File: config.mk
export PLATFORM = sky130hd
export DESIGN_NAME = timer_ctrl
export DESIGN_NICKNAME = d
export VERILOG_FILES = /design/src/rtl/timer_ctrl_pkg.sv /design/src/rtl/timer_ctrl_counter.sv /design/src/rtl/timer_ctrl.sv
export SDC_FILE = /design/constraint.sdc
export NUM_CORES = 1
export LEC_CHECK = 0
export CAP_MARGIN = 0
export CORE_UTILIZATION = 54
export CTS_CLUSTER_DIAMETER = 50
export DETAILED_ROUTE_END_ITERATION = 10
export PLACE_DENSITY = 0.84
export SLEW_MARGIN = 20
export SYNTH_ARGS = -nofsm -noshare
export SYNTH_HDL_FRONTEND = slang
export SYNTH_HIERARCHICAL = 1
export SYNTH_SLANG_ARGS = --single-unit
export TNS_END_PERCENT = 10
File: constraint.sdc
create_clock -name clk -period 6.2 [get_ports clk]
set_clock_uncertainty 0.2 [all_clocks]
set_input_delay 1.55 -clock clk [delete_from_list [all_inputs] [get_ports clk]]
set_output_delay 1.55 -clock clk [all_outputs]
set_load 0.02 [all_outputs]
File: src/rtl/timer_ctrl_pkg.sv
// Shared types for the timer controller: command opcodes, FSM states and the
// legality table that decides which op/state pairs are honoured.
package timer_ctrl_pkg;

  typedef enum logic [1:0] {
    OP_START  = 2'd0,
    OP_PAUSE  = 2'd1,
    OP_RESUME = 2'd2,
    OP_ABORT  = 2'd3
  } op_t;

  typedef enum logic [1:0] {
    S_IDLE  = 2'd0,
    S_RUN   = 2'd1,
    S_PAUSE = 2'd2,
    S_DONE  = 2'd3
  } state_t;

  localparam int DEFAULT_WIDTH = 8;
  localparam int DEFAULT_REP_W = 4;

  // START is only meaningful with a non-zero repetition count.
  function automatic logic cmd_is_legal(input state_t st, input op_t op, input logic reps_nz);
    logic ok;
    ok = 1'b0;
    case (st)
      S_IDLE:  ok = (op == OP_START) && reps_nz;
      S_RUN:   ok = (op == OP_PAUSE) || (op == OP_ABORT);
      S_PAUSE: ok = (op == OP_RESUME) || (op == OP_ABORT);
      default: ok = 1'b0;
    endcase
    return ok;
  endfunction

endpackage

File: src/rtl/timer_ctrl_counter.sv
// Modulo up-counter 0..limit; clear beats enable, wraps to zero at the limit.
module mod_counter
  import timer_ctrl_pkg::*;
#(
  parameter int WIDTH = DEFAULT_WIDTH
) (
  input  logic             clk,
  input  logic             rst_n,
  input  logic             en,
  input  logic             clr,
  input  logic [WIDTH-1:0] limit,
  output logic [WIDTH-1:0] count,
  output logic             at_limit
);

  logic [WIDTH-1:0] count_q;
  logic [WIDTH-1:0] count_d;

  assign at_limit = (count_q == limit);
  assign count    = count_q;

  always_comb begin
    count_d = count_q;
    if (clr) begin
      count_d = '0;
    end else if (en) begin
      count_d = at_limit ? '0 : count_q + WIDTH'(1);
    end
  end

  always_ff @(posedge clk or negedge rst_n) begin
    if (!rst_n) begin
      count_q <= '0;
    end else begin
      count_q <= count_d;
    end
  end

endmodule

File: src/rtl/timer_ctrl.sv
// Command-driven sequencer running a modulo counter through a number of wraps;
// owns counter enable/clear and reports wrap, done and error events.
module timer_ctrl
  import timer_ctrl_pkg::*;
#(
  parameter int WIDTH = DEFAULT_WIDTH,
  parameter int REP_W = DEFAULT_REP_W
) (
  input  logic             clk,
  input  logic             rst_n,
  input  logic             cmd_valid,
  output logic             cmd_ready,
  input  logic [1:0]       cmd_op,
  input  logic [WIDTH-1:0] cmd_limit,
  input  logic [REP_W-1:0] cmd_reps,
  output logic [WIDTH-1:0] count,
  output logic [REP_W-1:0] rep_count,
  output logic             busy,
  output logic             paused,
  output logic             wrap_pulse,
  output logic             done_pulse,
  output logic             err_pulse
);

  state_t           state_q, state_d;
  logic [REP_W-1:0] rep_q, rep_d;
  logic [WIDTH-1:0] limit_q, limit_d;
  logic [REP_W-1:0] reps_q, reps_d;
  logic             wrap_q, wrap_d;
  logic             err_q, err_d;

  logic             cnt_en;
  logic             cnt_clr;
  logic             at_limit;
  logic [WIDTH-1:0] cnt_value;

  op_t              op;
  logic             accept;
  logic             legal;
  logic             run_wrap;
  logic             final_wrap;
  logic [REP_W-1:0] rep_inc;

  mod_counter #(
    .WIDTH (WIDTH)
  ) u_counter (
    .clk      (clk),
    .rst_n    (rst_n),
    .en       (cnt_en),
    .clr      (cnt_clr),
    .limit    (limit_q),
    .count    (cnt_value),
    .at_limit (at_limit)
  );

  assign op         = op_t'(cmd_op);
  assign cmd_ready  = (state_q != S_DONE);
  assign accept     = cmd_valid && cmd_ready;
  assign legal      = cmd_is_legal(state_q, op, |cmd_reps);
  assign rep_inc    = rep_q + REP_W'(1);
  assign run_wrap   = (state_q == S_RUN) && at_limit;
  assign final_wrap = run_wrap && (rep_inc == reps_q);

  always_comb begin
    state_d = state_q;
    rep_d   = rep_q;
    limit_d = limit_q;
    reps_d  = reps_q;
    wrap_d  = 1'b0;
    err_d   = 1'b0;
    cnt_en  = 1'b0;
    cnt_clr = 1'b0;

    // The wrap for this cycle is booked before any command is applied.
    if (run_wrap) begin
      rep_d  = rep_inc;
      wrap_d = 1'b1;
    end

    case (state_q)
      S_IDLE: begin
        if (accept) begin
          if (legal) begin
            limit_d = cmd_limit;
            reps_d  = cmd_reps;
            rep_d   = '0;
            cnt_clr = 1'b1;
            state_d = S_RUN;
          end else begin
            err_d = 1'b1;
          end
        end
      end

      S_RUN: begin
        cnt_en = 1'b1;
        if (final_wrap) begin
          // Completion wins; a legal PAUSE/ABORT is silently dropped.
          state_d = S_DONE;
          if (accept && !legal) begin
            err_d = 1'b1;
          end
        end else if (accept) begin
          if (!legal) begin
            err_d = 1'b1;
          end else if (op == OP_PAUSE) begin
            state_d = S_PAUSE;
          end else begin
            rep_d   = '0;
            cnt_clr = 1'b1;
            state_d = S_IDLE;
          end
        end
      end

      S_PAUSE: begin
        if (accept) begin
          if (!legal) begin
            err_d = 1'b1;
          end else if (op == OP_RESUME) begin
            state_d = S_RUN;
          end else begin
            rep_d   = '0;
            cnt_clr = 1'b1;
            state_d = S_IDLE;
          end
        end
      end

      S_DONE: begin
        state_d = S_IDLE;
      end

      default: begin
        state_d = S_IDLE;
      end
    endcase
  end

  always_ff @(posedge clk or negedge rst_n) begin
    if (!rst_n) begin
      state_q <= S_IDLE;
      rep_q   <= '0;
      limit_q <= '0;
      reps_q  <= '0;
      wrap_q  <= 1'b0;
      err_q   <= 1'b0;
    end else begin
      state_q <= state_d;
      rep_q   <= rep_d;
      limit_q <= limit_d;
      reps_q  <= reps_d;
      wrap_q  <= wrap_d;
      err_q   <= err_d;
    end
  end

  assign count      = cnt_value;
  assign rep_count  = rep_q;
  assign busy       = (state_q == S_RUN) || (state_q == S_PAUSE);
  assign paused     = (state_q == S_PAUSE);
  assign done_pulse = (state_q == S_DONE);
  assign wrap_pulse = wrap_q;
  assign err_pulse  = err_q;

endmodule
Yosys cells after proc, flatten, opt, wreduce, memory -nomap -nowiden
Index checks and enable logic that the tools add are counted.

Latch bits: 0. Bits in read-only memories: 0. Memories: 0. Word-level logic and storage cells: 82. Input port bits: 17. Register bits after elaboration: 28. RAM bits: 0. Output and inout bits: 18.

Div/mod/pow operators: 0. Equal/unequal tests: 15. Bitwise logic cells: 0. Reductions and logical operators: 16. Order comparisons: 0. Multiplexer cells: 42. Add/sub/neg operators: 2. Shift operators: 0. Multiply operators: 0.

Operator list (number): 4-bit two-way mux (10); 8-bit two-way mux (3); 1-bit two-way mux (16); 2-bit two-way mux (8); 4-bit one-hot mux with 3 select lines (1); 8-bit by 1-bit adder with 8-bit output (second input constant) (1); 2-bit == test (second input constant) (4); 8-bit == test (1); 2-bit one-hot mux with 4 select lines (1); 2-bit inequality test (second input constant) (3); 3-bit inequality test (second input constant) (2); 1-bit one-hot mux with 3 select lines (2); 6-bit AND reduction (1); 1-bit logical AND (5); 4-bit by 1-bit adder with 4-bit output (second input constant) (1); 2-bit by 1-bit == test with 1-bit output (second input constant) (2); 4-bit == test (1); 2-bit zero test (2); 2-bit by 1-bit inequality test with 1-bit output (second input constant) (2); 4-bit OR reduction (1); 1-bit logical OR (3); 3-bit AND reduction (1); 1-bit one-hot mux with 2 select lines (1); 2-bit nonzero test (1); other kinds (2) (2).

Longest topological paths before layout
Word-level depth: 8. Mapped depth: 12. Gate-level depth less buffers: 12.

Modules after synthesis
Netlist, hierarchy kept.

By module, submodules not included: timer_ctrl (area each 1107.3 µm², sequential area each 500.5 µm², instances 1, cells an instance 92); mod_counter (area each 509.2 µm², sequential area each 200.2 µm², instances 1, cells an instance 56).

Worst setup path before layout
No wires, ideal clock.

Path type: input to register. Start point: in cmd_reps[1]. End point: reg u_counter.count_q[7], in the netlist u_counter/count[7]. Arrival: 3.006 ns. Required time: 5.871 ns. Stages on the path: 8. Buffers on the path: 0. Setup time: 0.129 ns. Setup slack: 2.865 ns. Cells stage by stage: or4_1 a32o_1 nand2_1 nor2_1 o211ai_1 nor3_1 xnor2_1 nor2_1.

Cells in the longest elaborated chain, start to end: 8. Elaborated cells on any way between the ends: 13. Classes of those cells: mux: 10; reduce/logical: 3.

RTL lines: start, declared (RTL line timer_ctrl.sv:15) `input logic [REP_W-1:0] cmd_reps,`; 4-bit OR reduction (*) (RTL line timer_ctrl.sv:59) `assign legal = cmd_is_legal(state_q, op, |cmd_reps);`; 1-bit logical AND (*) (RTL line timer_ctrl_pkg.sv:27) `S_IDLE: ok = (op == OP_START) && reps_nz;`; 1-bit one-hot mux with 3 select lines (*) (RTL line timer_ctrl_pkg.sv:26) `case (st)`; 1-bit two-way mux (RTL line timer_ctrl.sv:104) `if (!legal) begin`; 1-bit two-way mux (RTL line timer_ctrl.sv:103) `end else if (accept) begin`; 1-bit two-way mux (RTL line timer_ctrl.sv:97) `if (final_wrap) begin`; 1-bit one-hot mux with 3 select lines (*) (RTL line timer_ctrl.sv:80) `case (state_q)`; via cnt_clr (RTL line timer_ctrl.sv:33) `logic cnt_clr;`; 8-bit two-way mux or 2-bit nonzero test (tied branches); end signal, assigned (RTL line timer_ctrl_counter.sv:35) `count_q <= count_d;`; end, declared (RTL line timer_ctrl_counter.sv:16) `logic [WIDTH-1:0] count_q;`.

The timed path passes the listed nets; every way through them passes the cells marked *. A chain may end at the register's enable or synchronous reset.

Final worst setup path
Same ends and word-level chain as after synthesis.

==> run metrics <==
GR Util met1=0.293; # IOs=35; Buf/Inv on CP=1; clk sink count=28; DIE AREA=3220 um2; max-slew violation count=0; RSZ-0062 raised after global routing=no; kind of cell adding the most delay to the critical path=simple AND/OR/NAND/NOR gates; DRT iter0 DRCs=45; cell mode on critical path=nor2_1; Final Hold Fails=0; GRT Resource Usage Total=0.236; clk slew on worst S/H paths=0.15 ns; Worst-Skew Late Latency=0.33 ns; CTS Buf Count=3; final core occ=0.726; reg2reg path depth=12; Worst VDD drop=between 0.0002 and 0.00025 V; initial antenna violation count=0; Routed wire per std cell=roughly 16 um; slowest CP cell=or4_1; CTS resizes=0; vias in the first global route=1,314; Fin Hold WS=0.359 ns; CTS tree=yes; via density per instance=5.70; total wire length=3400 um; first-pass GRT wire length=5890 um; status=complete, but fails checks; Worst Tran Pin Value=slightly above 0.7 ns; final worst path period need=3.64 ns; cell count after synthesis=148; Max Fclk=0.274 GHz; clk root buf=clkbuf_4; Inserted Diodes=0; global routing's busiest layer=met2; min-delay src=limit_q[6]; Place WS=between 2 and 2.5 ns; die width=56.7 um; crit-path max FO=6; share of layout cells above drive strength 1=0.124; Critical Path AT=3.66 ns; final setup TNS=0 ns; gr ovfl total=0; DRT Pass-1 Iters=7; area delta synth->final=25.9%; port bufs=34; Synth top cells by count=dfrtp_1, nor2_1, xnor2_1; Tcrit/Tclk final=0.588; final net count=211; cell with the most instances after synthesis=dfrtp_1; r2r setup slk=3.25 ns; Initial Utilization=0.576; CP startpoint kind=primary input; post-synth design cell area=1620 um2; area share of the leading cell type in the synthesized netlist=0.433; cell taking the most area after synthesis=dfrtp_1; vias=1,236; Mean Syn Cell Area=10.9 um2; CP endpoint kind=flop; Ys Warns=6; # DRC=2; CP Cell Sequence=clkdlybuf4s50_1, or4_1, a32o_1, nand2_1, nor2_1, o211ai_1, nor3_1, xnor2_1, nor2_1; die height=56.7 um; critical path type=primary input to flop; Post-CTS Setup Bufs=0; remaining antenna violation count=0; syn_nets=172; Cell Rows=19; static leakage=0.886 nW; RR Startpoint=u_counter/count[2]; reg2reg end=u_counter/count[7]; final setup margin=2.56 ns; failing checks=DRC; PwrDens=just over 400 nW/um2; Seq cells post-synth=28; GPL Wtd Cong=0.955; Area contributors post-synth=dfrtp_1, mux2_4, xnor2_1; M3 GR Usage=0.0323; final setup fails=0; top_reg_cell synth=dfrtp_1; Post-DP HPWL=~2600 um; type of the worst min-delay path=flop to flop; Hold Path Stages=1; Post-synth ARST share=1.00; Hold-fix buffers, CTS=0; Worst Path Required=slightly above 6 ns; Worst slew margin=0.525; Yosys cell types=35; largest net degree at the start of global routing=29; sequential element share of the synthesized area=0.433; Post-synth EDFFs=0; Critical Path Max Stage Delay=0.55 ns; Max Cap Viol=0; Design Power=0.839 mW; Worst Hold Path EP=limit_q[6]; core area=between 2000 and 3000 um2; met2 Track Usage GR=0.417; H-tree Lvls=1; maximum buffer depth of the clock tree=2
-- flip-flops by register name, summed over array words and instances, names as in the netlist --
name,flops
err_pulse,1
limit_q,8
rep_count,4
reps_q,4
state_q,2
u_counter/count,8
wrap_pulse,1
-- worst max-delay path by stage --
stage / cells after the start / start / slack (ns) / to
floorplan: 8 / cmd_reps[1] / 2.87 / u_counter/count[7]
global placement: 9 / cmd_reps[1] / 2.35 / u_counter/count[7]
detailed placement: 9 / cmd_reps[1] / 2.23 / u_counter/count[7]
CTS: 9 / cmd_reps[1] / 2.58 / u_counter/count[7]
global route: 9 / cmd_reps[1] / 2.44 / u_counter/count[7]
finish: 9 / cmd_reps[1] / 2.56 / u_counter/count[7]
-- per-stage QoR --
stage                     std cells  cell area, um2
after floorplan                 148            1620
after global placement          213            1980
after detailed placement        213            1980
after CTS                       217            2040
after global routing            217            2040
final                           217            2040
-- worst reg2reg max path, delay by kind of cell (launching register included) --
family          cells  cell delay [ns]
flops               1             0.47
compound gates      3             0.70
simple gates        7             1.19
xor+xnor            2             0.30
-- power breakdown --
group          total [mW]  switching [mW]  internal, mW
Sequential          0.305          0.0607         0.244
Clock               0.121          0.0555        0.0654
Combinational       0.413           0.206         0.207
Total               0.839           0.322         0.517
-- cells in the final DEF, fill, tap and decap left out, types with 4 or more instances in the layout --
cell,Yosys,layout
clkdlybuf4s50_1,0,34
dfrtp_1,28,28
nor2_1,19,19
xnor2_1,17,17
mux2_4,10,10
nand2_1,9,9
inv_1,9,9
nor3_1,7,7
ha_1,7,7
o21ai_0,6,6
xor2_1,4,4
-- cell type report --
cell class                 count  area [um2]
fill                         215         769
inverter                       9        33.8
timing repair buffer          35         348
sequential                    28         701
tap                           31        38.8
clock inverter                 1        30.0
clock buffer                   3        22.5
multi-input combinational    110         862
-- routing by layer --
| layer | share of wire | up-vias |
|---|---|---|
| met2 | 0.50 | 39 |
| met5 | 0 | - |
| met1 | 0.45 | 600 |
| met4 | 0.0091 | 0 |
| li1 | - | 593 |
| met3 | 0.038 | 4 |
-- kinds of logic (layout without fill, tap and decap cells) --
| group | Yosys count | count (layout) | share of synthesized area |
|---|---|---|---|
| AOI/OAI and AO/OA | 21 | 21 | 0.104 |
| xor gates and xnor gates | 21 | 21 | 0.114 |
| adders and majority gates | 7 | 7 | 0.0542 |
| buffers and inverters | 10 | 48 | 0.0333 |
| DFF | 28 | 28 | 0.433 |
| muxes | 14 | 14 | 0.120 |
| and+or+nand+nor | 47 | 47 | 0.142 |
No activity file was read; power rests on OpenSTA's default activity.
